`src/rtl/mrna_iso_pkg.sv`:
```
// Shared types and constants for the mRNA isolation sequencer: state encoding,
// per-state open-valve masks and the peristaltic pump phase table.
package mrna_iso_pkg;

    typedef enum logic [2:0] {
        ST_IDLE    = 3'd0,
        ST_CELLS   = 3'd1,
        ST_BEADS   = 3'd2,
        ST_LYSIS   = 3'd3,
        ST_MIX     = 3'd4,
        ST_WASH    = 3'd5,
        ST_COLLECT = 3'd6
    } state_t;

    // Bit order {cells_in, cells_out, beads, lysis_in, lysis_out, sieve, sep, push, waste}; 1 = open.
    localparam logic [8:0] OPEN_IDLE    = 9'b000000000;
    localparam logic [8:0] OPEN_CELLS   = 9'b110001000;
    localparam logic [8:0] OPEN_BEADS   = 9'b001001000;
    localparam logic [8:0] OPEN_LYSIS   = 9'b000110000;
    localparam logic [8:0] OPEN_MIX     = 9'b000000000;
    localparam logic [8:0] OPEN_WASH    = 9'b000001011;
    localparam logic [8:0] OPEN_COLLECT = 9'b000000110;

    // Entry [0] is the first phase driven on MIX entry; {pump3, pump2, pump1}.
    localparam logic [5:0][2:0] PUMP_SEQ = {3'b010, 3'b011, 3'b001, 3'b101, 3'b100, 3'b110};
    localparam logic [2:0]      PUMP_CLOSED = 3'b111;

    function automatic int max_int(input int a, input int b);
        return (a > b) ? a : b;
    endfunction

    function automatic logic [8:0] open_mask(input state_t s);
        case (s)
            ST_CELLS:   return OPEN_CELLS;
            ST_BEADS:   return OPEN_BEADS;
            ST_LYSIS:   return OPEN_LYSIS;
            ST_MIX:     return OPEN_MIX;
            ST_WASH:    return OPEN_WASH;
            ST_COLLECT: return OPEN_COLLECT;
            default:    return OPEN_IDLE;
        endcase
    endfunction

endpackage

```
`src/rtl/mrna_iso_pump_phaser.sv`:
```
// Three-pump peristaltic phase generator: steps one phase per tick through the
// six-entry phase table for a given number of full cycles; closed (111) when disabled.
module mrna_iso_pump_phaser
    import mrna_iso_pkg::*;
#(
    parameter int CYC_W = 3
) (
    input  logic             clk,
    input  logic             rst_n,
    input  logic             en,
    input  logic             tick,
    input  logic [CYC_W-1:0] cycles,
    output logic [2:0]       pump,
    output logic             cycle_done
);

    logic             run_q, run_d;
    logic [2:0]       phase_q, phase_d;
    logic [CYC_W-1:0] cyc_q, cyc_d;
    logic [2:0]       pump_q, pump_d;
    logic             last_phase;

    assign last_phase = (phase_q == 3'd5);
    assign cycle_done = run_q && tick && last_phase && (cyc_q == cycles - CYC_W'(1));
    assign pump       = pump_q;

    // The tick that coincides with enabling is not a phase step: phase 0 is shown first.
    always_comb begin
        // NOTE: every comb output gets a default first so no path can infer a latch.
        run_d   = run_q;
        phase_d = phase_q;
        cyc_d   = cyc_q;
        if (!en) begin
            run_d   = 1'b0;
            phase_d = '0;
            cyc_d   = '0;
        end else if (!run_q) begin
            run_d   = 1'b1;
            phase_d = '0;
            cyc_d   = '0;
        end else if (tick) begin
            if (!last_phase) begin
                phase_d = phase_q + 3'd1;
            end else begin
                phase_d = '0;
                cyc_d   = cycle_done ? '0 : cyc_q + CYC_W'(1);
            end
        end
        pump_d = run_d ? PUMP_SEQ[phase_d] : PUMP_CLOSED;
    end

    always_ff @(posedge clk or negedge rst_n) begin
        if (!rst_n) begin
            // NOTE: sequential state uses non-blocking assignment so all flops update together.
            run_q   <= 1'b0;
            phase_q <= '0;
            cyc_q   <= '0;
            pump_q  <= PUMP_CLOSED;
        end else begin
            run_q   <= run_d;
            phase_q <= phase_d;
            cyc_q   <= cyc_d;
            pump_q  <= pump_d;
        end
    end

endmodule

```
`src/rtl/mrna_iso_seq.sv`:
```
// Sequential valve/pump controller for an N_CH-channel mRNA isolation bank:
// CELLS -> BEADS -> LYSIS -> MIX -> WASH -> COLLECT, with abort to the all-closed safe state.
module mrna_iso_seq
    import mrna_iso_pkg::*;
#(
    parameter int N_CH       = 4,
    parameter int T_CELLS    = 8,
    parameter int T_BEADS    = 8,
    parameter int T_LYSIS    = 16,
    parameter int MIX_CYCLES = 4,
    parameter int T_WASH     = 8,
    parameter int T_COLLECT  = 4
) (
    input  logic            clk,
    input  logic            rst_n,
    input  logic            tick,
    input  logic            start,
    input  logic            abort,
    input  logic [N_CH-1:0] ch_mask,
    output logic            cells_in_ctrl,
    output logic            cells_out_ctrl,
    output logic            beads_ctrl,
    output logic            lysis_in_ctrl,
    output logic            lysis_out_ctrl,
    output logic            sieve_ctrl,
    output logic            sep_ctrl,
    output logic            push_ctrl,
    output logic            waste_ctrl,
    output logic [N_CH-1:0] collect_ctrl,
    output logic [2:0]      pump,
    output logic            busy,
    output logic            done,
    output logic            aborted,
    output logic [2:0]      state
);

    localparam int T_MAX = max_int(max_int(max_int(T_CELLS, T_BEADS), max_int(T_LYSIS, T_WASH)),
                                   T_COLLECT);
    localparam int CNT_W = $clog2(T_MAX + 1);
    localparam int CYC_W = $clog2(MIX_CYCLES + 1);

    function automatic logic [N_CH-1:0] low_bit(input logic [N_CH-1:0] m);
        return m & (~m + N_CH'(1));
    endfunction

    // Reset asserts asynchronously but releases two clocks later, aligned to clk.
    logic [1:0] rst_sync_q;
    logic       rst_int_n;

    always_ff @(posedge clk or negedge rst_n) begin
        if (!rst_n) rst_sync_q <= '0;
        else        rst_sync_q <= {rst_sync_q[0], 1'b1};
    end
    assign rst_int_n = rst_sync_q[1];

    state_t           state_q, state_d;
    logic [CNT_W-1:0] cnt_q, cnt_d, dwell_last;
    logic [N_CH-1:0]  mask_q, mask_d;
    logic             dwell_hit, mix_done, pump_en;
    logic [8:0]       valves_q, valves_d;
    logic [N_CH-1:0]  collect_q, collect_d;
    logic             busy_q, busy_d, done_q, done_d, aborted_q, aborted_d;

    always_ff @(posedge clk or negedge rst_int_n) begin
        if (!rst_int_n) begin
            state_q <= ST_IDLE;
            cnt_q   <= '0;
            mask_q  <= '0;
        end else begin
            state_q <= state_d;
            cnt_q   <= cnt_d;
            mask_q  <= mask_d;
        end
    end

    always_comb begin
        case (state_q)
            ST_CELLS:   dwell_last = CNT_W'(T_CELLS - 1);
            ST_BEADS:   dwell_last = CNT_W'(T_BEADS - 1);
            ST_LYSIS:   dwell_last = CNT_W'(T_LYSIS - 1);
            ST_WASH:    dwell_last = CNT_W'(T_WASH - 1);
            ST_COLLECT: dwell_last = CNT_W'(T_COLLECT - 1);
            default:    dwell_last = '0;
        endcase
    end

    assign dwell_hit = tick && (cnt_q == dwell_last);

    // Abort outranks tick and start; the dwell counter clears on any state or channel change.
    always_comb begin
        state_d = state_q;
        cnt_d   = cnt_q;
        mask_d  = mask_q;
        if (abort && state_q != ST_IDLE) begin
            state_d = ST_IDLE;
            cnt_d   = '0;
        end else begin
            case (state_q)
                ST_IDLE: begin
                    if (start && |ch_mask) begin
                        state_d = ST_CELLS;
                        mask_d  = ch_mask;
                        cnt_d   = '0;
                    end
                end
                ST_MIX: begin
                    if (mix_done) state_d = ST_WASH;
                end
                default: begin
                    if (dwell_hit) begin
                        cnt_d = '0;
                        case (state_q)
                            ST_CELLS: state_d = ST_BEADS;
                            ST_BEADS: state_d = ST_LYSIS;
                            ST_LYSIS: state_d = ST_MIX;
                            ST_WASH:  state_d = ST_COLLECT;
                            ST_COLLECT: begin
                                mask_d  = mask_q & ~low_bit(mask_q);
                                state_d = (mask_d == '0) ? ST_IDLE : ST_COLLECT;
                            end
                            default:  state_d = ST_IDLE;
                        endcase
                    end else if (tick) begin
                        cnt_d = cnt_q + CNT_W'(1);
                    end
                end
            endcase
        end
    end

    // Outputs are registered from the next state so valves move on the state-change edge.
    always_comb begin
        valves_d  = ~open_mask(state_d);
        collect_d = '1;
        if (state_d == ST_COLLECT) collect_d = ~low_bit(mask_d);
        busy_d    = (state_d != ST_IDLE);
        done_d    = (state_q == ST_COLLECT) && (state_d == ST_IDLE) && !abort;
        aborted_d = (state_q != ST_IDLE) && abort;
    end

    always_ff @(posedge clk or negedge rst_int_n) begin
        if (!rst_int_n) begin
            valves_q  <= '1;
            collect_q <= '1;
            busy_q    <= 1'b0;
            done_q    <= 1'b0;
            aborted_q <= 1'b0;
        end else begin
            valves_q  <= valves_d;
            collect_q <= collect_d;
            busy_q    <= busy_d;
            done_q    <= done_d;
            aborted_q <= aborted_d;
        end
    end

    assign pump_en = (state_d == ST_MIX);

    mrna_iso_pump_phaser #(
        .CYC_W (CYC_W)
    ) u_pump (
        .clk        (clk),
        .rst_n      (rst_int_n),
        .en         (pump_en),
        .tick       (tick),
        .cycles     (CYC_W'(MIX_CYCLES)),
        .pump       (pump),
        .cycle_done (mix_done)
    );

    assign {cells_in_ctrl, cells_out_ctrl, beads_ctrl, lysis_in_ctrl, lysis_out_ctrl,
            sieve_ctrl, sep_ctrl, push_ctrl, waste_ctrl} = valves_q;
    assign collect_ctrl = collect_q;
    assign busy         = busy_q;
    assign done         = done_q;
    assign aborted      = aborted_q;
    assign state        = state_q;

endmodule

```
`config.mk`:
```
export PLATFORM = sky130hd
export DESIGN_NAME = mrna_iso_seq
export DESIGN_NICKNAME = d
export VERILOG_FILES = /design/src/rtl/mrna_iso_pkg.sv /design/src/rtl/mrna_iso_pump_phaser.sv /design/src/rtl/mrna_iso_seq.sv
export SDC_FILE = /design/constraint.sdc
export NUM_CORES = 1
export LEC_CHECK = 0
export BUFFER_PORTS_ARGS = -buffer_cell sky130_fd_sc_hd__clkbuf_2
export CAP_MARGIN = 40
export CORE_MARGIN = 2
export CORE_UTILIZATION = 53
export DETAILED_ROUTE_END_ITERATION = 16
export HOLD_SLACK_MARGIN = 0.1
export PLACE_DENSITY = 0.84
export SYNTH_ARGS = -nofsm -noshare
export SYNTH_HDL_FRONTEND = slang
export SYNTH_SLANG_ARGS = --single-unit
```
`constraint.sdc`:
```
create_clock -name clk -period 3.1 [get_ports clk]
set_input_delay 0.155 -clock clk [delete_from_list [all_inputs] [get_ports clk]]
set_output_delay 0.155 -clock clk [all_outputs]
set_load 0.005 [all_outputs]
```
==> results.toml, run 1 <==
[grt]
grtUsageMet3_pct = 6.25
grt_max_degree = 37
grt_use_met2_pct = 33.4
grt_util_all_layers_pct = 21.0
grt_busiest_layer = "met2"
gr-usage-met1_pct = 26.8
grt.overflow.total = 0
grt_first_pass_wirelength_mm = 7.09
antenna_found_initial = 0
first_global_vias = 1549

[clocking]
postCtsSetupRepairBufs = 0
cts_root_buf = "clkbuf_8"
cts_tree = "done"
clockBufferDepth = 2
clkSlewWorstSetupHoldPaths_ns = 0.07
cts.sinks = 38
htree_levels = 2
numCtsBuffers = 5
clock_latency_ns = 0.29

[drt]
vias = 1634
post-route-drc-count = 0
drt_iter0_drc = 108
first_pass_iters = 4
via_per_inst = 5.88
wirelength_mm = 4.19
drt.antenna.violating_nets = 0
wl_per_cell_um = 15.1

[sta]
clock.fmax_mhz = 377
hold_violations = 0
tightestPinTransition_ns = 0.635
min_period_over_period_pct = 85.5
slew_violations = 0
setup_violations = 0
final.setup.tns_ns = 0
fin_skew_ns = 0.00766
slew_headroom_pct = 57.3
holdWs_ns = 0.142
rsz0062_at_grt = "no"
fin_crit_ns = 2.65

[synthesis]
ys_seq_area_share_pct = 46.0
yosys_warnings = 0
synth_compound_area_share_pct = 17.3
synth_top_family_by_area = "simple AND/OR/NAND/NOR gates"
netlist_instances = 199
synthesis.area_um2 = 2110
synth-seq-cells = 38
synth_ff_type = "dfrtp_1"
synth-edff-count = 0
synthesis.nets = 214
synth-xor-area-share_pct = 1.66
async_flop_share_pct = 100
ys_types = 57
synthAdderAreaFrac_pct = 3.57
synth_area_per_cell_um2 = 10.6
synthSimpleGateAreaFrac_pct = 24.1
synth.area.mux_share_pct = 0.475

[floorplan]
die_area_um2 = 4490
boundaryPins = 31
die_h_um = 67.0
initial_utilization_pct = 56.3
row_count = 22
fp.coreArea_um2 = 3740
die_w_um = 67.0

[worst_setup_path]
cp.arrival_ns = 2.84
slowest_delay_ns = 0.54
crit_start = "state[0]$_DFF_PN0_"
crit_end = "collect_ctrl[3]$_DFF_PN1_"
path_cells = "inv_1 -> ha_1 -> or4_4 -> a2111oi_4 -> a211oi_1 -> nor4b_1 -> nand4_1"
slowest_stage = "or4_4"
rr_endpoint = "collect_ctrl[3]$_DFF_PN1_"
reg2reg_depth = 7
critPathLaunchType = "flip-flop"
worstPathRequired_ns = 3.29
criticalPathCategory = "flip-flop to flip-flop"
cp_max_fo = 5
endpoint_kind = "flip-flop"
r2r-start = "state[0]$_DFF_PN0_"
ff2ff_setup_slack_ns = 0.45

[cells_and_area]
area_delta_synth_final_pct = 13.3
drive_above_1_share_pct = 32.6
final_nets = 244
instances_no_fill = 278
diodes = 0
final_cell_area_um2 = 2380

[run]
max_cap_violations = 0

[placement]
place_hpwl_mm = 3.04
place_area_um2 = 2240
port_buffers = 30
place_congestion = 0.906
dp_cells = 269

[pwr]
leakage_nw = 1.03
ir_drop_mv = 0.373
design_power_total_w = 0.00186
power_density_nw_per_um2 = 779

[worst_hold_path]
hold_path.class = "input pin to flip-flop"

[status]
outcome = "complete, no violations"
==> worst min path at each step <==
stage | start | to | cells after the start
2_1_floorplan | rst_n | rst_sync_q[0]$_DFF_PN0_ | 0
3_3_place_gp | rst_n | rst_sync_q[0]$_DFF_PN0_ | 1
3_5_place_dp | rst_n | rst_sync_q[1]$_DFF_PN0_ | 1
4_1_cts | ch_mask[3] | mask_q[3]$_DFF_PN0_ | 3
5_1_grt | ch_mask[3] | mask_q[3]$_DFF_PN0_ | 3
6_report | ch_mask[3] | mask_q[3]$_DFF_PN0_ | 3
==> flip-flops by register name (all words and copies together) (netlist names) <==
signal,cells
u_pump.phase_q,3
cnt_q,5
collect_ctrl,4
state,3
rst_sync_q,2
valves_q,7
busy,1
u_pump.run_q,1
done,1
aborted,1
u_pump.cyc_q,3
mask_q,4
u_pump.pump,3
==> synthesized netlist by cell type (2+ instances only) <==
| master | instances | share of area [%] |
|---|---|---|
| dfrtp_1 | 24 | 29 |
| nand2_1 | 22 | 3.9 |
| dfstp_2 | 14 | 17 |
| inv_1 | 13 | 2.3 |
| o21ai_0 | 9 | 2.1 |
| nor3_1 | 8 | 1.9 |
| ha_1 | 6 | 3.6 |
| nor2_1 | 6 | 1.1 |
| a211oi_1 | 5 | 1.8 |
| a21oi_1 | 5 | 1.2 |
| nand3_1 | 5 | 1.2 |
| nand4_1 | 4 | 1.2 |
| nand4b_1 | 4 | 1.7 |
| nor3b_1 | 4 | 1.4 |
| nor4_1 | 4 | 1.2 |
| o211ai_1 | 4 | 1.4 |
| buf_4 | 3 | 1.1 |
| clkbuf_8 | 3 | 2.0 |
| nor4_2 | 3 | 1.8 |
| xnor2_1 | 3 | 1.2 |
| a21o_1 | 2 | 0.71 |
| a21oi_4 | 2 | 1.5 |
| a22o_1 | 2 | 0.83 |
| a22oi_1 | 2 | 0.71 |
| a311oi_1 | 2 | 0.83 |
| a31o_2 | 2 | 0.83 |
| and3_1 | 2 | 0.59 |
| and3_2 | 2 | 0.71 |
| buf_6 | 2 | 1.1 |
| clkbuf_1 | 2 | 0.36 |
| nor2b_1 | 2 | 0.59 |
| o21a_1 | 2 | 0.71 |
| or4_4 | 2 | 1.1 |
==> per-stage QoR <==
stage | setup slack (ns) | utilization (%)
2_1_floorplan | 0.743 | -
3_3_place_gp | 0.660 | 59.8
3_5_place_dp | 0.574 | 59.8
4_1_cts | 0.468 | 63.7
5_1_grt | 0.316 | 63.7
6_report | 0.448 | 63.7
==> report_power, final <==
part	switching, W	internal, W	total [W]
Combinational	0.000422	0.000275	0.000698
Sequential	0.0000872	0.000593	0.000681
Clock	0.000169	0.000311	0.000480
Total	0.000678	0.00118	0.00186
==> area by class of cell <==
| type | count | area, um^2 |
|---|---|---|
| Sequential cell | 38 | 968 |
| Clock inverter | 1 | 30.0 |
| Tap cell | 48 | 60.1 |
| Timing Repair Buffer | 33 | 175 |
| Fill cell | 304 | 1360 |
| Inverter | 13 | 48.8 |
| Multi-Input combinational cell | 138 | 995 |
| Clock buffer | 7 | 108 |
==> worst max-delay path, delay by kind of cell, from the launching register on <==
kind / cells / cell delay (ns)
DFF: 1 / 0.42
AOI/OAI and AO/OA: 2 / 0.58
and+or+nand+nor: 3 / 1.10
buffers and inverters: 1 / 0.12
adders and majority gates: 1 / 0.32
==> per-layer routing <==
layer | routed length [um] | vias up
met1 | 1830 | 788
met2 | 1990 | 54
met5 | 0 | -
li1 | - | 776
met3 | 244 | 16
met4 | 124 | 0
==> repair_timing <==
item | CTS | global route
hold buffers | 1 | 0
gates resized for setup | 0 | 0
endpoints found under the setup margin | 0 | 0
hold endpoints to repair | 2 | 0
==> cells in the final DEF, fill, tap and decap left out, types with 2 or more instances in the layout <==
cell and count:
clkbuf_2 30, dfrtp_1 24, nand2_1 22, dfstp_2 14
inv_1 13, o21ai_0 9, nor3_1 8, nor2_1 6
ha_1 6, clkbuf_8 6, a21oi_1 5, a211oi_1 5
nand3_1 5, nor4_1 4, o211ai_1 4, nand4_1 4
nor3b_1 4, nand4b_1 4, xnor2_1 3, nor4_2 3
nor2b_1 2, o21a_1 2, or4_4 2, a21oi_4 2
and3_1 2, a31o_2 2, a21o_1 2, and3_2 2
a22o_1 2, a311oi_1 2, a22oi_1 2, buf_4 2
==> cell families (layout without fill, tap and decap cells) <==
family / after synthesis / in the layout
AND/OR/NAND/NOR: 81 / 81
AO/OA/AOI/OAI: 45 / 45
flip-flops: 38 / 38
buffers and inverters: 23 / 54
adder cells (fa/ha/maj): 6 / 6
XOR/XNOR: 4 / 4
other: 1 / 1
multiplexers: 1 / 1
(Power assumes the default switching activity.)
==> run 2: changes to the inputs <==
- CELL_PAD_IN_SITES_DETAIL_PLACEMENT: not set -> 0
- CELL_PAD_IN_SITES_GLOBAL_PLACEMENT: not set -> 1
- CORE_UTILIZATION: 53 -> 48
- PLACE_DENSITY: 0.84 -> 0.94
==> results.toml, run 2 (synthesis results as in run 1) <==
[status]
outcome = "complete, no violations"

[worst_setup_path]
criticalPathCategory = "flip-flop to flip-flop"
path_delay_family = "simple AND/OR/NAND/NOR gates"
crit_end = "collect_ctrl[2]$_DFF_PN1_"
path_cells = "inv_1 -> ha_1 -> or4_4 -> a2111oi_4 -> a211oi_1 -> nor4b_1 -> nand4_1"
reg2reg_depth = 7
cp_num_cells = 7
cp_max_fo = 7
ff2ff_setup_slack_ns = 0.47
rr_endpoint = "collect_ctrl[2]$_DFF_PN1_"
cp.arrival_ns = 2.83
endpoint_kind = "flip-flop"
worstPathRequired_ns = 3.30
slowest_stage = "or4_4"
crit_start = "state[1]$_DFF_PN0_"
r2r-start = "state[1]$_DFF_PN0_"
critPathLaunchType = "flip-flop"
slowest_delay_ns = 0.55
worst-path-buf-inv = 1

[floorplan]
row_count = 24
initial_utilization_pct = 49.0
die_h_um = 70.2
fp.coreArea_um2 = 4290
boundaryPins = 31
die_w_um = 70.2
die_area_um2 = 4930

[sta]
slew_violations = 0
rsz0062_at_grt = "no"
tightestPinTransition_ns = 0.705
slew_headroom_pct = 53.0
setup_violations = 0
hold_violations = 0
final.setup.tns_ns = 0
min_period_over_period_pct = 84.7
clock.fmax_mhz = 381
layout_setup_ws_ns = 0.473
fin_crit_ns = 2.63
fin_skew_ns = 0.00789

[cells_and_area]
top_regs = "valves_q (7), cnt_q (5)"
diodes = 0
area_delta_synth_final_pct = 12.1
final_util_pct = 55.0
final_common_cell = "clkbuf_2"
drive_above_1_share_pct = 32.6
largest_reg_flops = 7
regMostFlops = "valves_q"
layout_common_cells = "30 x clkbuf_2, 24 x dfrtp_1, 22 x nand2_1"
final_nets = 244

[grt]
grt_util_all_layers_pct = 18.7
gr-usage-met1_pct = 25.6
grt_use_met2_pct = 29.1
grt_max_degree = 37
grt_busiest_layer = "met2"
antenna_found_initial = 0
grt_first_pass_wirelength_mm = 7.28
grt.overflow.total = 0
first_global_vias = 1530
grtUsageMet3_pct = 5.19

[pwr]
p_sw_w = 0.000674
clkPwrFrac_pct = 23.0
p_int_w = 0.00110
p_comb_share_pct = 38.9
power_density_nw_per_um2 = 753
leakage_nw = 1.02
p_seq_share_pct = 38.1
p_sw_share_pct = 37.9
ir_drop_mv = 0.309

[clocking]
clockBufferDepth = 2
cts_root_buf = "clkbuf_8"
cts_tree = "done"
cts.sinks = 38
ctsResizeCount = 0
numCtsBuffers = 5
clkSlewWorstSetupHoldPaths_ns = 0.07
htree_levels = 2
clock_latency_ns = 0.29
hold_buffers = 1
postCtsSetupRepairBufs = 0

[placement]
place_hpwl_mm = 3.12
place_congestion = 0.886
dp_slack_ns = 0.555
port_buffers = 30

[drt]
drt.antenna.violating_nets = 0
vias = 1599
wl_per_cell_um = 15.0
first_pass_iters = 4
via_per_inst = 5.67
drt_iter0_drc = 102
wirelength_mm = 4.23
post-route-drc-count = 0

[run]
max_cap_violations = 0

[worst_hold_path]
hold_path.class = "input pin to flip-flop"
[run 2: changes by cell type in the layout (fill, tap and decap cells not counted), sizes merged]
cell	change
clkinv	+2
clkbuf	-2
[run 2: power by group through the flow]
stage | registers [W] | clock network, W | logic (W)
after detailed placement | 0.000688 | 0 | 0.000679
after global routing | 0.000695 | 0.000435 | 0.000759
after global placement | 0.000682 | 0 | 0.000669
after floorplan | 0.000676 | 0 | 0.000557
final | 0.000678 | 0.000409 | 0.000691
after CTS | 0.000680 | 0.000413 | 0.000687
[run 2: worst reg2reg max path, stage by stage, from the launching register on]
cell and delay (ns):
dfrtp_1 0.47, inv_1 0.10, ha_1 0.30, or4_4 0.55, a2111oi_4 0.43, a211oi_1 0.14, nor4b_1 0.40, nand4_1 0.15
[run 2: how the worst min path moves through the flow]
stage / start / endpoint / slack [ns] / cells past startpoint
6_report: ch_mask[3] / mask_q[3]$_DFF_PN0_ / 0.12 / 3
5_1_grt: ch_mask[3] / mask_q[3]$_DFF_PN0_ / 0.13 / 3
4_1_cts: ch_mask[3] / mask_q[3]$_DFF_PN0_ / 0.12 / 3
3_5_place_dp: rst_n / rst_sync_q[0]$_DFF_PN0_ / -0.06 / 1
3_3_place_gp: rst_n / rst_sync_q[0]$_DFF_PN0_ / -0.06 / 1
2_1_floorplan: rst_n / rst_sync_q[0]$_DFF_PN0_ / -0.14 / 0
[run 2: final cells by class]
| cell class | count | area [um^2] |
|---|---|---|
| Sequential cell | 38 | 968 |
| Inverter | 13 | 48.8 |
| Tap cell | 52 | 65.1 |
| Timing Repair Buffer | 33 | 175 |
| Clock buffer | 5 | 68.8 |
| Multi-Input combinational cell | 138 | 995 |
| Fill cell | 389 | 1930 |
| Clock inverter | 3 | 40.0 |
[run 2: metal layers]
layer	up-vias	wire [um]
met3	4	156
met1	775	1960
met4	0	48
li1	786	-
met5	-	0
met2	34	2060
[run 2: stage by stage]
| step | cells | instance area, um^2 | hold slack [ns] | power [W] |
|---|---|---|---|---|
| floorplan | 199 | 2110 | -0.141 | 0.00123 |
| global placement | 273 | 2240 | -0.0574 | 0.00135 |
| detailed placement | 273 | 2240 | -0.0558 | 0.00137 |
| CTS | 282 | 2360 | 0.121 | 0.00178 |
| global route | 282 | 2360 | 0.130 | 0.00189 |
| finish | 282 | 2360 | 0.125 | 0.00178 |
==> run 3: changes to the inputs <==
- CORE_UTILIZATION: 48 -> 44
- PLACE_DENSITY: 0.94 -> 0.87
- clock period: 3.1 -> 2.5 ns (I/O delays scaled with it)
==> results.toml, run 3 (synthesis results as in run 1) <==
[cells_and_area]
nFillCells = 425
seq_area_um2 = 970
multiInputGateArea_um2 = 1020
final_nets = 257
diodes = 0
final_common_cell = "clkbuf_2"
final_cell_area_um2 = 2520
regMostFlops = "valves_q"
top_regs = "valves_q (7), cnt_q (5)"
largest_reg_flops = 7
layout_common_cells = "30 x clkbuf_2, 23 x dfrtp_1, 22 x nand2_1"
drive_above_1_share_pct = 39.1
area_delta_synth_final_pct = 19.8
final_util_pct = 54.1
instances_no_fill = 297

[clocking]
cts.sinks = 38
htree_levels = 2
clockBufferDepth = 2
cts_tree = "done"
clock_latency_ns = 0.29
clkSlewWorstSetupHoldPaths_ns = 0.08
cts_root_buf = "clkbuf_8"
numCtsBuffers = 5

[sta]
setup_violations = 0
slew_violations = 0
clock.fmax_mhz = 420
rsz0062_at_grt = "yes"
slew_headroom_pct = 54.1
hold_violations = 0
tightestPinTransition_ns = 0.688
holdWs_ns = 0.0955
fin_crit_ns = 2.38
fin_skew_ns = 0.00522
min_period_over_period_pct = 95.1

[placement]
dp_cells = 287
place_congestion = 0.981
place_hpwl_mm = 3.35
port_buffers = 30
place_area_um2 = 2330

[drt]
first_pass_iters = 4
via_per_inst = 5.59
wl_per_cell_um = 14.8
wirelength_mm = 4.40
post-route-drc-count = 0
drt.antenna.violating_nets = 0
vias = 1659
drt_iter0_drc = 87

[grt]
grt.overflow.total = 0
grt_util_all_layers_pct = 17.8
grtUsageMet3_pct = 4.70
gr-usage-met1_pct = 22.1
grt_use_met2_pct = 29.6
antenna_found_initial = 0
grt_busiest_layer = "met2"
first_global_vias = 1564
grt_max_degree = 32
grt_first_pass_wirelength_mm = 7.24

[worst_setup_path]
cp.arrival_ns = 2.58
path_delay_family = "simple AND/OR/NAND/NOR gates"
worstPathRequired_ns = 2.70
rr_endpoint = "collect_ctrl[2]$_DFF_PN1_"
path_cells = "inv_1 -> ha_1 -> or4_4 -> a2111oi_4 -> a211oi_1 -> nor4b_2 -> nand4_1"
r2r-start = "state[1]$_DFF_PN0_"
reg2reg_depth = 7
slowest_delay_ns = 0.54
worst-path-buf-inv = 1
slowest_stage = "or4_4"
crit_start = "state[1]$_DFF_PN0_"
cp_max_fo = 5
criticalPathCategory = "flip-flop to flip-flop"
endpoint_kind = "flip-flop"
ff2ff_setup_slack_ns = 0.12
critPathLaunchType = "flip-flop"

[floorplan]
initial_utilization_pct = 45.2
die_w_um = 73.2
fp.coreArea_um2 = 4660
row_count = 25
die_area_um2 = 5360
die_h_um = 73.2
boundaryPins = 31

[pwr]
design_power_total_w = 0.00244
ir_drop_mv = 0.316
leakage_nw = 1.10
power_density_nw_per_um2 = 967

[worst_hold_path]
hold_path.class = "flip-flop to asynchronous set/reset pin"

[run]
max_cap_violations = 0

[status]
outcome = "complete, no violations"
-- run 3: worst register-to-register path: cells and delay by family, from the launching register on --
family,cells,cell delay [ns]
buf+inv,1,0.09
fa+ha+maj,1,0.24
flops,1,0.44
compound gates,2,0.51
simple gates,3,0.99
-- run 3: timing repair --
| action | CTS | global route |
|---|---|---|
| cloned | 0 | 0 |
| hold endpoints to repair | 2 | 0 |
| setup buffers | 0 | 1 |
| endpoints found under the setup margin | 2 | 16 |
| hold buffers | 1 | 0 |
| resized for setup | 1 | 7 |
| pin swaps | 0 | 3 |
-- run 3: layer usage --
layer  share of wire (%)  vias up
met5                   0        -
met4                 1.8        0
met3                 4.1        8
met2                  50       36
met1                  44      800
li1                    -      815
-- run 3: where the power goes --
group | switching [W] | leakage (nW) | internal [W]
clock | 0.000223 | 0.0683 | 0.000400
sequential | 0.000102 | 0.459 | 0.000736
combinational | 0.000550 | 0.567 | 0.000430
-- run 3: final cells by class --
cell class	count	area share (%)
multi-input combinational	138	40.6
sequential	38	38.4
timing repair buffer	46	11.0
clock buffer	5	2.73
clock inverter	3	2.73
tap	54	2.68
inverter	13	1.93
-- run 3: worst max-delay path by stage --
stage	to	slack, ns	cells past startpoint
2_1_floorplan	collect_ctrl[2]$_DFF_PN1_	0.14	7
3_5_place_dp	collect_ctrl[3]$_DFF_PN1_	0.007	7
3_3_place_gp	collect_ctrl[2]$_DFF_PN1_	0.11	7
6_report	collect_ctrl[2]$_DFF_PN1_	0.12	7
5_1_grt	collect_ctrl[3]$_DFF_PN1_	-0.02	7
4_1_cts	u_pump.phase_q[2]$_DFF_PN0_	0.04	8
-- run 3: stage by stage --
| stage | TNS [ns] | worst slack (ns) |
|---|---|---|
| floorplan | 0 | 0.143 |
| global placement | 0 | 0.107 |
| detailed placement | 0 | 0.00714 |
| CTS | 0 | 0.0377 |
| global route | -0.0184 | -0.0184 |
| finish | 0 | 0.122 |
